**config.mk**
```make
export PLATFORM = sky130hd
export DESIGN_NAME = alu_seq16_flat
export DESIGN_NICKNAME = d
export VERILOG_FILES = /design/src/rtl/alu_seq16_if.sv /design/src/rtl/alu_seq16.sv /design/src/flat_wrapper.sv
export SDC_FILE = /design/constraint.sdc
export NUM_CORES = 1
export LEC_CHECK = 0
export BUFFER_PORTS_ARGS = -buffer_cell sky130_fd_sc_hd__buf_2
export CAP_MARGIN = 5
export CORE_ASPECT_RATIO = 0.5
export CORE_MARGIN = 2
export CORE_UTILIZATION = 40
export DETAILED_ROUTE_END_ITERATION = 12
export PLACE_DENSITY = 0.75
export SYNTH_ARGS = -nofsm -noshare
export SYNTH_HDL_FRONTEND = slang
export SYNTH_SLANG_ARGS = --single-unit
export TNS_END_PERCENT = 30
```
**constraint.sdc**
```tcl
create_clock -name clk -period 2.25 [get_ports clk]
set_clock_uncertainty 0.1 [all_clocks]
set_input_delay 0.45 -clock clk [delete_from_list [all_inputs] [get_ports clk]]
set_output_delay 0.45 -clock clk [all_outputs]
set_load 0.01 [all_outputs]
```
**src/rtl/alu_seq16_if.sv**
```systemverilog
// Bundle of request, ALU-drive and result signals between the CPU control unit, the sequencer and the 8-bit ALU.
// Optional ALU_SEQ_FLAGS_EN adds the res_zero / res_ovf result flags.
interface alu_seq16_if;
    logic        req_valid;
    logic        req_ready;
    logic [2:0]  req_op;
    logic [15:0] req_a;
    logic [15:0] req_b;
    logic [7:0]  alu_a;
    logic [7:0]  alu_b;
    logic        alu_s0;
    logic        alu_s1;
    logic        alu_s2;
    logic        alu_s3;
    logic        alu_s4;
    logic [7:0]  alu_z;
    logic        alu_cout;
    logic        res_valid;
    logic        res_ready;
    logic [15:0] res_data;
    logic        res_cout;
    logic        res_err;
`ifdef ALU_SEQ_FLAGS_EN
    logic        res_zero;
    logic        res_ovf;
`endif

    // Sequencer side
    modport slave (
        input  req_valid, req_op, req_a, req_b, alu_z, alu_cout, res_ready,
        output req_ready, alu_a, alu_b, alu_s0, alu_s1, alu_s2, alu_s3, alu_s4,
        output res_valid, res_data, res_cout, res_err
`ifdef ALU_SEQ_FLAGS_EN
        , output res_zero, res_ovf
`endif
    );

    // Requester / ALU side
    modport master (
        output req_valid, req_op, req_a, req_b, alu_z, alu_cout, res_ready,
        input  req_ready, alu_a, alu_b, alu_s0, alu_s1, alu_s2, alu_s3, alu_s4,
        input  res_valid, res_data, res_cout, res_err
`ifdef ALU_SEQ_FLAGS_EN
        , input res_zero, res_ovf
`endif
    );
endinterface

```
**src/rtl/alu_seq16.sv**
```systemverilog
// 16-bit operation sequencer over a shared 8-bit combinational ALU: low byte pass, then high byte pass with carry chained.
// Optional macro ALU_SEQ_FLAGS_EN adds registered res_zero and res_ovf outputs.
module alu_seq16 (
    input  logic       clk,
    input  logic       rst,
    alu_seq16_if.slave bus
);
    typedef enum logic [1:0] {
        ST_IDLE = 2'd0,
        ST_LO   = 2'd1,
        ST_HI   = 2'd2,
        ST_DONE = 2'd3
    } state_t;

    localparam logic [2:0] OP_ADD   = 3'd0;
    localparam logic [2:0] OP_SUB   = 3'd1;
    localparam logic [2:0] OP_AND   = 3'd2;
    localparam logic [2:0] OP_PASSA = 3'd3;
    localparam logic [2:0] OP_PASSB = 3'd4;
    localparam logic [2:0] OP_INC   = 3'd5;
    localparam logic [2:0] OP_DEC   = 3'd6;
    localparam logic [2:0] OP_ILL   = 3'd7;

    state_t      r_state;
    state_t      w_next;
    logic [2:0]  r_op;
    logic [15:0] r_a;
    logic [15:0] r_b;
    logic        r_carry;
    logic [15:0] r_res_data;
    logic        r_res_cout;
    logic        r_res_err;
    logic [7:0]  w_alu_a;
    logic [7:0]  w_alu_b;
    logic [4:0]  w_sel;
    logic [7:0]  w_z;
    logic        w_arith;
`ifdef ALU_SEQ_FLAGS_EN
    logic        r_res_zero;
    logic        r_res_ovf;
`endif

    function automatic logic f_is_arith(input logic [2:0] op);
        return (op == OP_ADD) || (op == OP_SUB) || (op == OP_INC) || (op == OP_DEC);
    endfunction

    // Select word {s4,s3,s2,s1,s0}; the high pass takes the carry from the low pass as s2.
    function automatic logic [4:0] f_sel(input logic [2:0] op, input logic hi, input logic c);
        logic [4:0] sel;
        case (op)
            OP_ADD:   sel = {1'b0, 1'b0, (hi ? c : 1'b0), 2'b00};
            OP_SUB:   sel = {1'b0, 1'b1, (hi ? c : 1'b1), 2'b00};
            OP_AND:   sel = 5'b00_0_01;
            OP_PASSA: sel = 5'b00_0_10;
            OP_PASSB: sel = 5'b00_0_11;
            OP_INC:   sel = {1'b1, 1'b0, (hi ? c : 1'b1), 2'b00};
            OP_DEC:   sel = {1'b0, 1'b0, (hi ? c : 1'b0), 2'b00};
            default:  sel = 5'b10_0_00;
        endcase
        return sel;
    endfunction

    // Signed overflow from the sign bits of the effective operands and the result.
    function automatic logic f_ovf(input logic [2:0] op, input logic sa, input logic sb, input logic sr);
        logic sbe;
        case (op)
            OP_ADD:  sbe = sb;
            OP_SUB:  sbe = ~sb;
            OP_INC:  sbe = 1'b0;
            OP_DEC:  sbe = 1'b1;
            default: sbe = 1'b0;
        endcase
        return f_is_arith(op) && (sa == sbe) && (sr != sa);
    endfunction

    always_ff @(posedge clk or posedge rst) begin
        if (rst) begin
            r_state <= ST_IDLE;
        end else begin
            r_state <= w_next;
        end
    end

    always_comb begin
        w_next  = r_state;
        w_alu_a = 8'h00;
        w_alu_b = 8'h00;
        w_sel   = 5'b00000;
        case (r_state)
            ST_IDLE: begin
                if (bus.req_valid) begin
                    w_next = ST_LO;
                end
            end
            ST_LO: begin
                w_alu_a = r_a[7:0];
                w_alu_b = (r_op == OP_DEC) ? 8'hFF : r_b[7:0];
                w_sel   = f_sel(r_op, 1'b0, r_carry);
                w_next  = ST_HI;
            end
            ST_HI: begin
                w_alu_a = r_a[15:8];
                w_alu_b = (r_op == OP_DEC) ? 8'hFF : r_b[15:8];
                w_sel   = f_sel(r_op, 1'b1, r_carry);
                w_next  = ST_DONE;
            end
            ST_DONE: begin
                if (bus.res_ready) begin
                    w_next = ST_IDLE;
                end
            end
            default: w_next = ST_IDLE;
        endcase
    end

    assign w_z     = (r_op == OP_ILL) ? 8'h00 : bus.alu_z;
    assign w_arith = f_is_arith(r_op);

    // Request latch and per-pass result capture
    always_ff @(posedge clk or posedge rst) begin
        if (rst) begin
            r_op       <= 3'd0;
            r_a        <= 16'h0000;
            r_b        <= 16'h0000;
            r_carry    <= 1'b0;
            r_res_data <= 16'h0000;
            r_res_cout <= 1'b0;
            r_res_err  <= 1'b0;
`ifdef ALU_SEQ_FLAGS_EN
            r_res_zero <= 1'b0;
            r_res_ovf  <= 1'b0;
`endif
        end else begin
            case (r_state)
                ST_IDLE: begin
                    if (bus.req_valid) begin
                        r_op <= bus.req_op;
                        r_a  <= bus.req_a;
                        r_b  <= bus.req_b;
                    end
                end
                ST_LO: begin
                    r_res_data[7:0] <= w_z;
                    r_carry         <= bus.alu_cout;
                end
                ST_HI: begin
                    r_res_data[15:8] <= w_z;
                    r_res_cout       <= w_arith & bus.alu_cout;
                    r_res_err        <= (r_op == OP_ILL);
`ifdef ALU_SEQ_FLAGS_EN
                    r_res_zero <= ({w_z, r_res_data[7:0]} == 16'h0000);
                    r_res_ovf  <= f_ovf(r_op, r_a[15], r_b[15], w_z[7]);
`endif
                end
                default: ;
            endcase
        end
    end

    assign bus.req_ready = (r_state == ST_IDLE) && !rst;
    assign bus.res_valid = (r_state == ST_DONE);
    assign bus.alu_a     = w_alu_a;
    assign bus.alu_b     = w_alu_b;
    assign bus.alu_s0    = w_sel[0];
    assign bus.alu_s1    = w_sel[1];
    assign bus.alu_s2    = w_sel[2];
    assign bus.alu_s3    = w_sel[3];
    assign bus.alu_s4    = w_sel[4];
    assign bus.res_data  = r_res_data;
    assign bus.res_cout  = r_res_cout;
    assign bus.res_err   = r_res_err;
`ifdef ALU_SEQ_FLAGS_EN
    assign bus.res_zero  = r_res_zero;
    assign bus.res_ovf   = r_res_ovf;
`endif
endmodule
```
**src/flat_wrapper.sv**
```systemverilog
// flat-port wrapper written by rule: the top's interface ports become plain ports
module alu_seq16_flat 
  (clk, rst, bus_req_valid, bus_req_op, bus_req_a, bus_req_b, bus_alu_z, bus_alu_cout, bus_res_ready, bus_req_ready, bus_alu_a, bus_alu_b, bus_alu_s0, bus_alu_s1, bus_alu_s2, bus_alu_s3, bus_alu_s4, bus_res_valid, bus_res_data, bus_res_cout, bus_res_err);
  alu_seq16_if bus_i ();
  input  logic clk;
  input  logic rst;
  input wire logic [$bits(bus_i.req_valid)-1:0] bus_req_valid;
  input wire logic [$bits(bus_i.req_op)-1:0] bus_req_op;
  input wire logic [$bits(bus_i.req_a)-1:0] bus_req_a;
  input wire logic [$bits(bus_i.req_b)-1:0] bus_req_b;
  input wire logic [$bits(bus_i.alu_z)-1:0] bus_alu_z;
  input wire logic [$bits(bus_i.alu_cout)-1:0] bus_alu_cout;
  input wire logic [$bits(bus_i.res_ready)-1:0] bus_res_ready;
  output wire logic [$bits(bus_i.req_ready)-1:0] bus_req_ready;
  output wire logic [$bits(bus_i.alu_a)-1:0] bus_alu_a;
  output wire logic [$bits(bus_i.alu_b)-1:0] bus_alu_b;
  output wire logic [$bits(bus_i.alu_s0)-1:0] bus_alu_s0;
  output wire logic [$bits(bus_i.alu_s1)-1:0] bus_alu_s1;
  output wire logic [$bits(bus_i.alu_s2)-1:0] bus_alu_s2;
  output wire logic [$bits(bus_i.alu_s3)-1:0] bus_alu_s3;
  output wire logic [$bits(bus_i.alu_s4)-1:0] bus_alu_s4;
  output wire logic [$bits(bus_i.res_valid)-1:0] bus_res_valid;
  output wire logic [$bits(bus_i.res_data)-1:0] bus_res_data;
  output wire logic [$bits(bus_i.res_cout)-1:0] bus_res_cout;
  output wire logic [$bits(bus_i.res_err)-1:0] bus_res_err;
  assign bus_i.req_valid = bus_req_valid;
  assign bus_i.req_op = bus_req_op;
  assign bus_i.req_a = bus_req_a;
  assign bus_i.req_b = bus_req_b;
  assign bus_i.alu_z = bus_alu_z;
  assign bus_i.alu_cout = bus_alu_cout;
  assign bus_i.res_ready = bus_res_ready;
  assign bus_req_ready = bus_i.req_ready;
  assign bus_alu_a = bus_i.alu_a;
  assign bus_alu_b = bus_i.alu_b;
  assign bus_alu_s0 = bus_i.alu_s0;
  assign bus_alu_s1 = bus_i.alu_s1;
  assign bus_alu_s2 = bus_i.alu_s2;
  assign bus_alu_s3 = bus_i.alu_s3;
  assign bus_alu_s4 = bus_i.alu_s4;
  assign bus_res_valid = bus_i.res_valid;
  assign bus_res_data = bus_i.res_data;
  assign bus_res_cout = bus_i.res_cout;
  assign bus_res_err = bus_i.res_err;
  alu_seq16 u_core (.clk(clk), .rst(rst), .bus(bus_i));
endmodule
```
# Word level (Yosys, flattened, before mapping)
# Index checks and enable logic that the tools add are counted.
[totals]
ff_bits = 56
input_bits = 48
wordCells = 43
[op_classes]
eq_ne = 12
n_mux = 11
bitwise_logic = 1
reduce_logical = 10
[ops]
columns = ["cell", "count"]
rows = [
  ["5-bit one-hot mux with 6 select lines", 2],
  ["8-bit one-hot mux with 2 select lines", 2],
  ["8-bit 2-to-1 mux", 3],
  ["3-bit == test (second input constant)", 4],
  ["5-bit one-hot mux with 2 select lines", 1],
  ["2-bit one-hot mux with 4 select lines", 1],
  ["3-bit by 2-bit == test with 1-bit output (second input constant)", 2],
  ["2-bit == test (second input constant)", 2],
  ["2-bit 2-to-1 mux", 2],
  ["2-bit inequality test (second input constant)", 2],
  ["2-bit AND reduction", 2],
  ["3-bit by 1-bit == test with 1-bit output (second input constant)", 1],
  ["3-bit zero test", 1],
  ["1-bit logical OR", 3],
  ["2-bit by 1-bit == test with 1-bit output (second input constant)", 1],
  ["2-bit zero test", 1],
  ["2-bit OR reduction", 1],
  ["1-bit bitwise AND", 1],
  ["1-bit logical AND", 1],
  ["1-bit zero test", 1],
]

# Longest topological paths before layout
# Gate-level depths: netlist of the first run.
[logic_depth]
word_depth = 5
mapped_depth = 7

# Worst setup path after synthesis of the first run
# Ideal clock, no wire load.
[synth_path]
path_type = "flip-flop to output port"
startpoint = "reg u_core.r_state[1]"
endpoint = "out bus_alu_b[0]"
arrival_ps = 1364
path_slack_ps = 336
path_stages_with_launch = 7
path_buffers = 2
cell_sequence = "dfrtp_1 -> inv_1 -> ha_1 -> buf_4 -> buf_2 -> nand2_1 -> o22ai_1"
[synth_between]
elab_chain_len = 2
elab_cells_between_ends = 3
cone_classes = "2 x eq/ne; 1 x mux"
[synth_lines]
columns = ["element", "line_no", "rtl"]
rows = [
  ["start, declared", "alu_seq16.sv:24", "state_t r_state;"],
  ["start signal, assigned", "alu_seq16.sv:80", "r_state <= w_next;"],
  ["2-bit == test or 2-bit by 1-bit == test with 1-bit output (tied branches)", "alu_seq16.sv:89", "case (r_state)"],
  ["8-bit one-hot mux with 2 select lines *", "alu_seq16.sv:89", ""],
  ["end, declared", "flat_wrapper.sv:16", "output wire logic [$bits(bus_i.alu_b)-1:0] bus_alu_b;"],
]
# Mark *: on every way between the ends. The rest lies on a longest branch, timed or not.

# Worst setup path after layout of the first run
[layout_path]
startpoint = "reg u_core.r_state[1]"
endpoint = "out bus_alu_s2"
[layout_between]
elab_chain_len = 2
elab_cells_between_ends = 3
cone_classes = "2 x eq/ne; 1 x mux"
[layout_lines]
columns = ["element", "line_no", "rtl"]
rows = [
  ["2-bit == test or 2-bit by 1-bit == test with 1-bit output (tied branches)", "alu_seq16.sv:89", ""],
  ["5-bit one-hot mux with 2 select lines *", "alu_seq16.sv:89", ""],
  ["end, declared", "flat_wrapper.sv:19", "output wire logic [$bits(bus_i.alu_s2)-1:0] bus_alu_s2;"],
]
# Marks and branches as above.

==> results of run 1 <==
==> per-layer routing <==
| layer | wire length, microns | vias up | share of wire [%] |
|---|---|---|---|
| li1 | - | 976 | - |
| met1 | 2370 | 969 | 44 |
| met2 | 2780 | 35 | 51 |
| met3 | 251 | 2 | 4.6 |
| met4 | 34 | 0 | 0.63 |
| met5 | 0 | - | 0 |
==> logic make-up after synthesis <==
logic type                 count (synthesis)  synth area share [%]
AOI/OAI and AO/OA                         39                  9.08
DFF                                       56                  53.3
adders and majority gates                  5                  2.38
and+or+nand+nor                           55                  10.9
xor gates and xnor gates                   2                 0.666
buffers and inverters                     39                  7.13
muxes                                     39                  16.6
==> cells in the final DEF, fill, tap and decap left out, types with 2 or more instances in the layout <==
| master | netlist | routed |
|---|---|---|
| sky130_fd_sc_hd__buf_2 | 9 | 88 |
| sky130_fd_sc_hd__dfrtp_1 | 56 | 52 |
| sky130_fd_sc_hd__mux2_2 | 37 | 37 |
| sky130_fd_sc_hd__inv_1 | 23 | 20 |
| sky130_fd_sc_hd__nor2_1 | 18 | 18 |
| sky130_fd_sc_hd__nand3_1 | 17 | 17 |
| sky130_fd_sc_hd__o21ai_0 | 17 | 16 |
| sky130_fd_sc_hd__o22ai_1 | 10 | 10 |
| sky130_fd_sc_hd__buf_4 | 2 | 10 |
| sky130_fd_sc_hd__a22oi_1 | 9 | 8 |
| sky130_fd_sc_hd__nor2b_1 | 8 | 8 |
| sky130_fd_sc_hd__clkbuf_16 | 0 | 5 |
| sky130_fd_sc_hd__dfrtp_2 | 0 | 4 |
| sky130_fd_sc_hd__nand2_2 | 1 | 3 |
| sky130_fd_sc_hd__ha_4 | 0 | 3 |
| sky130_fd_sc_hd__inv_4 | 0 | 2 |
| sky130_fd_sc_hd__mux2i_1 | 2 | 2 |
| sky130_fd_sc_hd__ha_1 | 5 | 2 |
| sky130_fd_sc_hd__clkbuf_1 | 2 | 2 |
==> through the flow <==
stage | instances | hold slack, ns | worst slack (ns) | power (mW) | cell area (sq um)
detailed placement | 405 | 0.395 | 0.229 | 4.14 | 3160
global route | 414 | 0.237 | -0.0258 | 5.43 | 3380
finish | 414 | 0.176 | 0.0473 | 5.04 | 3380
floorplan | 235 | 0.380 | 0.329 | 3.43 | 2630
global placement | 405 | 0.391 | 0.306 | 4.05 | 3160
CTS | 413 | 0.194 | -0.0611 | 4.95 | 3320
==> state kept, by name, indices dropped and copies added (netlist names) <==
| signal | cells |
|---|---|
| u_core.bus.res_data | 16 |
| u_core.r_op | 3 |
| u_core.bus.res_cout | 1 |
| u_core.r_carry | 1 |
| u_core.r_state | 2 |
| u_core.r_a | 16 |
| u_core.r_b | 16 |
| u_core.bus.res_err | 1 |
==> cell type report <==
| cell class | count | area, sq um |
|---|---|---|
| fill | 552 | 2830 |
| sequential | 56 | 1410 |
| multi-input combinational | 140 | 1100 |
| timing repair buffer | 99 | 527 |
| clock buffer | 8 | 146 |
| tap | 88 | 110 |
| inverter | 23 | 91.3 |
==> report_power, final <==
group	leakage (nW)	internal, mW	switching, mW	total [mW]
clock network	0.0712	0.445	0.324	0.768
logic	0.893	1.20	1.19	2.39
registers	0.669	1.53	0.350	1.87
==> critical path, cell delays in order, from the launching register on <==
cell	delay, ns
sky130_fd_sc_hd__dfrtp_2	0.46
sky130_fd_sc_hd__inv_4	0.10
sky130_fd_sc_hd__ha_4	0.16
sky130_fd_sc_hd__a22oi_2	0.05
sky130_fd_sc_hd__or3_1	0.32
sky130_fd_sc_hd__a21boi_2	0.13
sky130_fd_sc_hd__buf_2	0.14
==> what timing repair did <==
item,in CTS,in global routing
endpoints found under the setup margin,10,20
gates resized for setup,5,16
buffers inserted,0,1
==> path summary, 6_finish.rpt <==
kind	start	endpoint	slack, ns	cells after the start
max in group asynchronous	rst	u_core.r_a[13]$_DFFE_PP0P_	1.23	3
worst max-delay path	u_core.r_state[1]$_DFFE_PP0P_	bus_alu_s2	0.05	6
min in group clk	bus_req_a[11]	u_core.r_a[11]$_DFFE_PP0P_	0.29	2
worst min-delay path	rst	u_core.r_op[2]$_DFFE_PP0P_	0.18	2
worst max register to register	u_core.r_state[1]$_DFFE_PP0P_	u_core.r_state[1]$_DFFE_PP0P_	0.69	5
worst min register to register	u_core.r_a[8]$_DFFE_PP0P_	u_core.r_a[8]$_DFFE_PP0P_	0.41	1
==> reports/summary.md, run 1 <==
The Yosys warning count is 0, and the relative slew slack is 54.2%. After global routing, the most crowded layer is met2. The insertion delay of the later-clocked pin in the worst-skew pair is 0.28 ns, and the initial antenna violation count is 0.

During I/O placement, the number of pins put on the boundary was 89. In this run the cell area of the synthesized design comes to 2630 sq um. The repair_antennas step left the layout with diodes totalling 0. The critical path launch point type was a flip-flop. The total of endpoints with negative setup slack in the final report is 0. Along the worst path, the maximum fanout reaches 5. The share of flip-flops with an asynchronous set or reset after synthesis was 100%; the number of global-route vias before repair was 1,930. The slew at the pin with the worst max-slew slack is 0.686 ns, and the via density per instance is 4.79. The post-cts hold buffer count came out at 0.

In this run the core area contains 20 standard-cell rows. Dividing the detail-routed wire length by the instance count gives 13.1 microns. At the end of routability-driven placement, the weighted congestion stood at 0.747. The clock drives 56 sinks.

The most repeated cell in the gate-level netlist after synthesis was sky130_fd_sc_hd__dfrtp_1. The area growth from synthesis to layout is 28.5%. The first-pass detailed-route iteration total is 4. The timing-limited maximum frequency is 0.454 GHz, and the met1 usage is 17.4%. The number of failing hold endpoints at the final stage was 0. The post-route netlist has 49.1% of its cells at a drive strength greater than 1.

Sequential elements use 53.3% of the synthesized area. The number of nets handed over by synthesis was 288. The most frequently used flop master after synthesis was sky130_fd_sc_hd__dfrtp_1. The synthesized design contains 56 register bits.

The average size of a mapped cell came out at 11.2 sq um. The tools report the number of cells produced by synthesis as 235. Ranked by total cell area, the synthesized netlist is headed by sky130_fd_sc_hd__dfrtp_1 (53%), sky130_fd_sc_hd__mux2_2 (16%), sky130_fd_sc_hd__inv_1 (3.3%). For the number of DRC markers after the initial detailed-route iteration, the log shows 95. Type of the worst setup path: flip-flop to primary output. Clock-pin slew was measured on the worst setup and hold paths at 0.07 ns. The die covers 7280 sq um. The final cell utilization of the core came out at 54.5%.

Entering global routing, the biggest net connects 34 pins. The horizontal extent of the die works out to 119 microns. For the finished layout, the period the worst path requires is 2.20 ns. Cell type contributing the most total cell area after synthesis: sky130_fd_sc_hd__dfrtp_1.

Ranked by instance count, the synthesized netlist is headed by sky130_fd_sc_hd__dfrtp_1 (56), sky130_fd_sc_hd__mux2_2 (37), sky130_fd_sc_hd__inv_1 (23). The logs give 0 for the count of final max-slew check failures and 42.4% for the initial core utilization. The maximum vdd ir drop was 0.621 mV. The area share of the largest cell type after synthesis works out to 53.3%. STA puts the critical path data arrival time at 1.65 ns. The net count of the finished layout is 378.

Setup repair after global routing could not meet its margin everywhere. For the worst-case clock buffer depth, the log shows 2. The run finished with clean final reports. The detailed router placed 1,982 vias in this run.

The total negative slack came out at 0 ns. The number of flops mapped to enable cells by yosys works out to 0. The worst setup path is captured at a primary output.

After legalization and detailed placement, the total HPWL measured 4.03 mm. In this run the number of H-tree levels came out at 2. TritonCTS built the clock tree.

Class of the tightest hold or removal check: primary input to async pin. The leakage power figure came out at 1.63 nW. The global routing usage summed across all routing layers was 15.4%. The number of nets still failing antenna checks after routing came out at 0. The power density over cell area works out to 1490 nW/um^2. The portion of the clock cycle consumed by the worst path in the final layout is 97.9%, and the worst endpoint required time is 1.70 ns. The met2 track demand over resource in global routing was 28.8%. The final layout contains routed wiring with a total length of 5.43 mm.

Number of maximum-capacitance constraint violations: 0. Global routing consumed, on the met3 layer, 5.09% of the routing resources. The number of different library cells used by synthesis comes to 30. The root buffer cell chosen for the clock tree is sky130_fd_sc_hd__clkbuf_16. After floorplanning, the core was sized to cover 6210 sq um. The total overflow left after global routing is 0. The first global-routing pass estimated 8.67 mm of wire. TritonCTS created 5 clock buffers.

After detailed routing, the number of remaining DRC violations is 0. Measured along the y axis, the die boundary spans 61.4 microns. Buffers placed on the I/O ports in this run total 88.
No activity file was read; power rests on OpenSTA's default activity.
==> run 2: changes to the inputs <==
--- a/config.mk
+++ b/config.mk
@@ -11,7 +11,7 @@
 export CORE_MARGIN = 2
 export CORE_UTILIZATION = 40
 export DETAILED_ROUTE_END_ITERATION = 12
-export PLACE_DENSITY = 0.75
+export PLACE_DENSITY = 0.66
 export SYNTH_ARGS = -nofsm -noshare
 export SYNTH_HDL_FRONTEND = slang
 export SYNTH_SLANG_ARGS = --single-unit
==> reports/summary.md, run 2 (synthesis gave the netlist of run 1 again) <==
The flow ran to the end, and the final reports show no timing, DRC or antenna violations. Measured on the finished design, the core utilization comes to 56.1%. 89 I/O pins were placed. The horizontal extent of the die was 119 microns; the wire length per cell was 14.1 microns. The tools report the reg-to-reg critical path endpoint as u_core.r_state[1]$_DFFE_PP0P_. Summed over all cells, the static leakage comes to 1.69 nW. Cells with a size suffix above 1 make up 50.2% of the layout. The post-cts hold buffer count is 0, and the placeable core region is 6210 sq um.

In this run the worst setup path begins at u_core.r_state[0]$_DFFE_PP0P_. The routed design has 5.91 mm of wire. The tools report the worst-case clock buffer depth as 2.

Setup repair after global routing could not meet its margin everywhere. After the last flow step, the layout net total stands at 383. The run gives 2,053 as the via total after detailed routing.

The run gives 0.57 ns as the minimum setup slack among reg-to-reg paths. The run gives 0 as the total DRC errors in the routed layout. Global routing usage summed across all routing layers: 16.2%. The clock transition time at the flip-flop clock pins of the worst setup and hold paths is 0.07 ns, and the final design area excluding fillers is 3480 sq um.

The worst setup path is of the flip-flop to primary output kind. The tools report the count of final max-slew check failures as 0. The tools report the first-pass detailed-route iteration total as 4. The H-tree was split into 2 levels.

STA classifies the critical path endpoint as a primary output. The detailed router finished its first iteration with 78 violations. From synthesis to final layout, the design area changed by 32.2%. The die covers 7280 sq um. Buffers inserted during clock tree synthesis total 5. The maximum vdd ir drop came out at 0.734 mV. The run gives 569 as the filler cell count in the final layout.

CTS root buffer: sky130_fd_sc_hd__clkbuf_16. The logs give 3170 sq um for the post-detailed-placement cell area and 0 for the number of diodes. Number of global-route vias before repair: 1,970.

TritonCTS built the clock tree. The via density per instance was 4.90. The worst register-to-register path begins at u_core.r_state[1]$_DFFE_PP0P_. In this run the core area contains 20 standard-cell rows.

The worst-case reg-to-reg path depth came out at 6. The library cell used most frequently in the layout, excluding fill and tap cells, is sky130_fd_sc_hd__buf_2. Setup violations remaining at the end of the flow were counted as 0. The initial core utilization came out at 42.4%. Of the available clock period, the critical path in the final layout requires 100%. The relative slew slack was 62.4%; the clock sink total was 56. The die boundary height was 61.4 microns.

During placement, the flow inserted port buffers numbering 88. The first-pass GRT wire length is 9.23 mm. Initial antenna violation count: 0. For the pin count of the biggest net entering global routing, the log shows 36. The worst setup path is launched from a flip-flop. The run gives 0 as the number of nets still failing antenna checks after routing. In this run the worst hold path is classified as primary input to async pin.

For this design the ratio of total power to cell area is 1530 nW/um^2. For the number of failing hold endpoints at the final stage, the log shows 0. The slew at the pin with the worst max-slew slack was 0.564 ns. In the layout the commonest cells are sky130_fd_sc_hd__buf_2 (88), sky130_fd_sc_hd__dfrtp_1 (56), sky130_fd_sc_hd__mux2_2 (37).

Once detailed placement completed, the half-perimeter wirelength came to 4.22 mm. For the worst setup path, the data required time is 1.70 ns. Time the worst path needs with I/O delays and setup: 2.25 ns. The insertion delay of the later-clocked pin in the worst-skew pair is 0.29 ns, and the highest net fanout along the worst path is 4.

Data arrives at the worst endpoint at 1.70 ns. Across the run, the number of max-cap violations was 0. Static timing analysis puts the maximum clock frequency at 0.445 GHz.

At the end of routability-driven placement, the weighted congestion stood at 0.730. Global routing finished with a remaining overflow of 0.
[run 2: cell types whose count changed in the layout (fill, tap and decap cells not counted), moves of 2 or more]
cell	change
sky130_fd_sc_hd__dfrtp_1	+4
sky130_fd_sc_hd__dfrtp_2	-4
sky130_fd_sc_hd__inv_2	+2
sky130_fd_sc_hd__a22oi_1	-4
sky130_fd_sc_hd__a22oi_2	+4
sky130_fd_sc_hd__buf_4	+2
sky130_fd_sc_hd__buf_12	+2
sky130_fd_sc_hd__inv_4	-2
[run 2: worst max-delay path by stage]
stage	end	slack (ns)
finish	bus_alu_s2	0.0008
global route	bus_alu_s2	-0.06
global placement	bus_alu_s3	0.20
CTS	bus_alu_s2	0.02
detailed placement	bus_alu_b[5]	0.21
floorplan	u_core.bus.res_cout$_DFFE_PP0P_	0.33
[run 2: final cells by class]
type / count / area [sq um] / share of cell area [%]
Inverter: 23 / 86.3 / 2.48
Clock inverter: 2 / 35.0 / 1.01
Timing Repair Buffer: 104 / 593 / 17.0
Sequential cell: 56 / 1400 / 40.3
Multi-Input combinational cell: 140 / 1120 / 32.3
Clock buffer: 6 / 129 / 3.70
Tap cell: 88 / 110 / 3.16
[run 2: worst max-delay path: stages (launching register included)]
cell and delay (ns):
sky130_fd_sc_hd__dfrtp_1 0.40, sky130_fd_sc_hd__inv_2 0.12, sky130_fd_sc_hd__ha_4 0.17, sky130_fd_sc_hd__a22oi_2 0.07, sky130_fd_sc_hd__or3_1 0.36, sky130_fd_sc_hd__a21boi_2 0.15
sky130_fd_sc_hd__buf_2 0.14
[run 2: repair_timing]
item | in CTS | in global routing
setup endpoints to repair | 11 | 4
gates cloned | 0 | 0
hold endpoints to repair | 0 | 0
buffers inserted | 3 | 4
pin swaps | 0 | 4
resized for setup | 11 | 10
[run 2: where the power goes]
part | total [mW] | switching [mW] | internal [mW]
Clock | 0.858 | 0.334 | 0.524
Combinational | 2.61 | 1.30 | 1.31
Sequential | 1.84 | 0.324 | 1.52
Total | 5.31 | 1.96 | 3.35
[run 2: routing by layer]
layer	vias to the layer above	routed length [microns]	GRT usage (%)
met5	-	0	0
met4	0	22	3.23
met1	1018	2650	20.7
li1	989	-	-
met2	44	2950	28.9
met3	2	288	4.35
[run 2: metrics by stage]
| step | hold WS [ns] | power (mW) | cells | TNS [ns] | worst slack, ns |
|---|---|---|---|---|---|
| 6_report | 0.121 | 5.31 | 419 | 0 | 0.000762 |
| 5_1_grt | 0.161 | 5.68 | 419 | -0.189 | -0.0556 |
| 4_1_cts | 0.136 | 5.21 | 415 | 0 | 0.0172 |
| 3_5_place_dp | 0.395 | 4.20 | 404 | 0 | 0.214 |
| 3_3_place_gp | 0.389 | 4.09 | 404 | 0 | 0.196 |
| 2_1_floorplan | 0.380 | 3.43 | 235 | 0 | 0.329 |
==> run 3: changes to the inputs <==
==> constraint.sdc (replaced) <==
create_clock -name clk -period 2.6 [get_ports clk]
set_clock_uncertainty 0.1 [all_clocks]
set_input_delay 0.52 -clock clk [delete_from_list [all_inputs] [get_ports clk]]
set_output_delay 0.52 -clock clk [all_outputs]
set_load 0.01 [all_outputs]
==> reports/summary.md, run 3 (synthesis gave the netlist of run 1 again) <==
The timing-limited maximum frequency is 0.407 GHz, and the power density over cell area is 1300 nW/um^2. The met3 track utilization from global routing is 4.72%. The run finished with clean final reports.

The run gives 56 as the clock sink total. Residual overflow from global routing: 0. Least setup slack across all paths after layout: 0.141 ns.

The routed design has 5.57 mm of wire. The half-perimeter wire length after placement was 4.04 mm. Using the TritonRoute via totals, the vias-per-cell ratio works out to 4.93. Of the cells placed in the final design, the portion with a size suffix greater than 1 is 46.4%. In this run, post-CTS hold repair placed 0 buffers. For the worst-case clock buffer depth, the log shows 2.

In this run, CTS created clock tree buffers numbering 5. The first routing iteration left 69 violations. Total DRC errors in the routed layout: 0. In the layout the commonest cells are sky130_fd_sc_hd__buf_2 (88), sky130_fd_sc_hd__dfrtp_1 (56), sky130_fd_sc_hd__mux2_2 (37). The final critical path takes up 94.6% of the cycle. The library cell used most frequently in the layout, excluding fill and tap cells, is sky130_fd_sc_hd__buf_2. The first global-routing pass estimated 8.80 mm of wire. Data on the critical path is required at its endpoint by 1.98 ns. The worst setup path is launched from a flip-flop. The met1 usage came out at 21.1%. The number of global-route vias before repair is 1,800. The initialized floorplan defines 20 standard-cell rows. Once layout is done, the placed cells without fillers occupy 3360 sq um.

Final instance count without filler cells: 411. Number of failing hold endpoints at the final stage: 0. Post-placement worst setup slack: 0.401 ns.

The wire length per cell was 13.5 microns. Summing all placed instances gives a cell area of 3170 sq um. The logs give 0 for the number of maximum-capacitance constraint violations and 0.788 for the weighted congestion at the end of routability-driven global placement.

The clock transition time at the flip-flop clock pins of the worst setup and hold paths is 0.07 ns, and the count of H-tree levels built during CTS is 2. In this run the vertical extent of the chip is 61.4 microns. The run gives 1.84 ns as the critical path data arrival time.

Setup repair after global routing left no endpoint under its margin. The worst setup path is of the flip-flop to primary output kind. The logs give 15.6% for the global routing usage summed across all routing layers and 0 for the initial antenna violation count.

Pin placement for this block handled 89 I/O pins. For met2 alone, demand over resource in global routing was 24.5%. The most used routing layer in global routing is met2.

In this run the static leakage power is 1.64 nW. The die covers 7280 sq um. TritonCTS built the clock tree. Via total after detailed routing: 2,025. During placement, the flow inserted port buffers numbering 88. The final layout contains 375 nets. Entering global routing, the biggest net connects 36 pins. The number of antenna diodes in the final layout is 0. The placeable core region is 6210 sq um, and the slew at the pin with the worst max-slew slack is 0.470 ns.

The worst pin sits at a relative slew slack of 68.6%. The tools report the insertion delay of the later-clocked pin in the worst-skew pair as 0.29 ns. The tightest min-delay check is of the primary input to async pin type. The first detailed-routing pass took 4 iterations. From synthesis to final layout, the design area changed by 27.6%. Of all nets on the critical path, the largest fanout is 11. The initial core utilization is 42.4%, and the time the worst path needs with I/O delays and setup is 2.46 ns. Count of final max-slew check failures: 0.

VDD sags by at most 0.529 mV. The CTS root buffer was sky130_fd_sc_hd__clkbuf_16. After detailed placement, the design holds a cell count of 403.

The horizontal extent of the die is 119 microns. The total negative slack was 0 ns. STA classifies the critical path endpoint as a primary output. Setup violations remaining at the end of the flow were counted as 0. For the number of nets still failing antenna checks after routing, the log shows 0.
run 3: final timing paths:
path                                                    start                                   to  slack, ns  cells after the start
worst min-delay path                                      rst  u_core.bus.res_data[14]$_DFFE_PP0P_       0.14                      2
worst min register to register     u_core.r_b[11]$_DFFE_PP0P_           u_core.r_b[11]$_DFFE_PP0P_       0.41                      1
worst max register to register  u_core.r_state[0]$_DFFE_PP0P_           u_core.r_a[15]$_DFFE_PP0P_       0.79                      5
min in group clk                                 bus_req_b[7]            u_core.r_b[7]$_DFFE_PP0P_       0.36                      2
worst max-delay path            u_core.r_state[0]$_DFFE_PP0P_                           bus_alu_s3       0.14                      6
max in group asynchronous                                 rst           u_core.r_b[12]$_DFFE_PP0P_       1.71                      3
run 3: final cells by class:
class | count | area (sq um)
fill | 554 | 2850
sequential | 56 | 1400
multi-input combinational | 140 | 1060
timing repair buffer | 96 | 533
clock buffer | 5 | 125
tap | 88 | 110
inverter | 23 | 86.3
clock inverter | 3 | 42.5
run 3: layer usage:
metal,part of all wire [%],up-vias
met3,4.5,4
met1,47,1000
met4,1.0,0
met5,0,-
li1,-,974
met2,48,47
run 3: critical path, cell delays in order, from the launching register on:
cell                      delay [ns]
sky130_fd_sc_hd__dfrtp_1        0.42
sky130_fd_sc_hd__inv_2          0.12
sky130_fd_sc_hd__ha_2           0.21
sky130_fd_sc_hd__buf_6          0.15
sky130_fd_sc_hd__o21ai_1        0.11
sky130_fd_sc_hd__nor4b_1        0.34
sky130_fd_sc_hd__buf_2          0.19
run 3: timing repair:
item                                    CTS  global route
endpoints found under the setup margin    0             1
endpoints found under the hold margin     0             0
resized for setup                         0             9
buffers inserted                          0             0
run 3: metrics by stage:
stage               total power [mW]  hold slack (ns)  util [%]
CTS                             4.37            0.159      53.7
finish                          4.37            0.141      54.1
floorplan                       2.97            0.380         -
global route                    4.70            0.189      54.1
global placement                3.52            0.389      51.0
detailed placement              3.58            0.394      51.0
run 3: report_power, final:
| group | total (mW) | internal, mW | switching [mW] |
|---|---|---|---|
| combinational | 2.01 | 1.01 | 1.00 |
| sequential | 1.60 | 1.31 | 0.290 |
| clock | 0.757 | 0.453 | 0.304 |
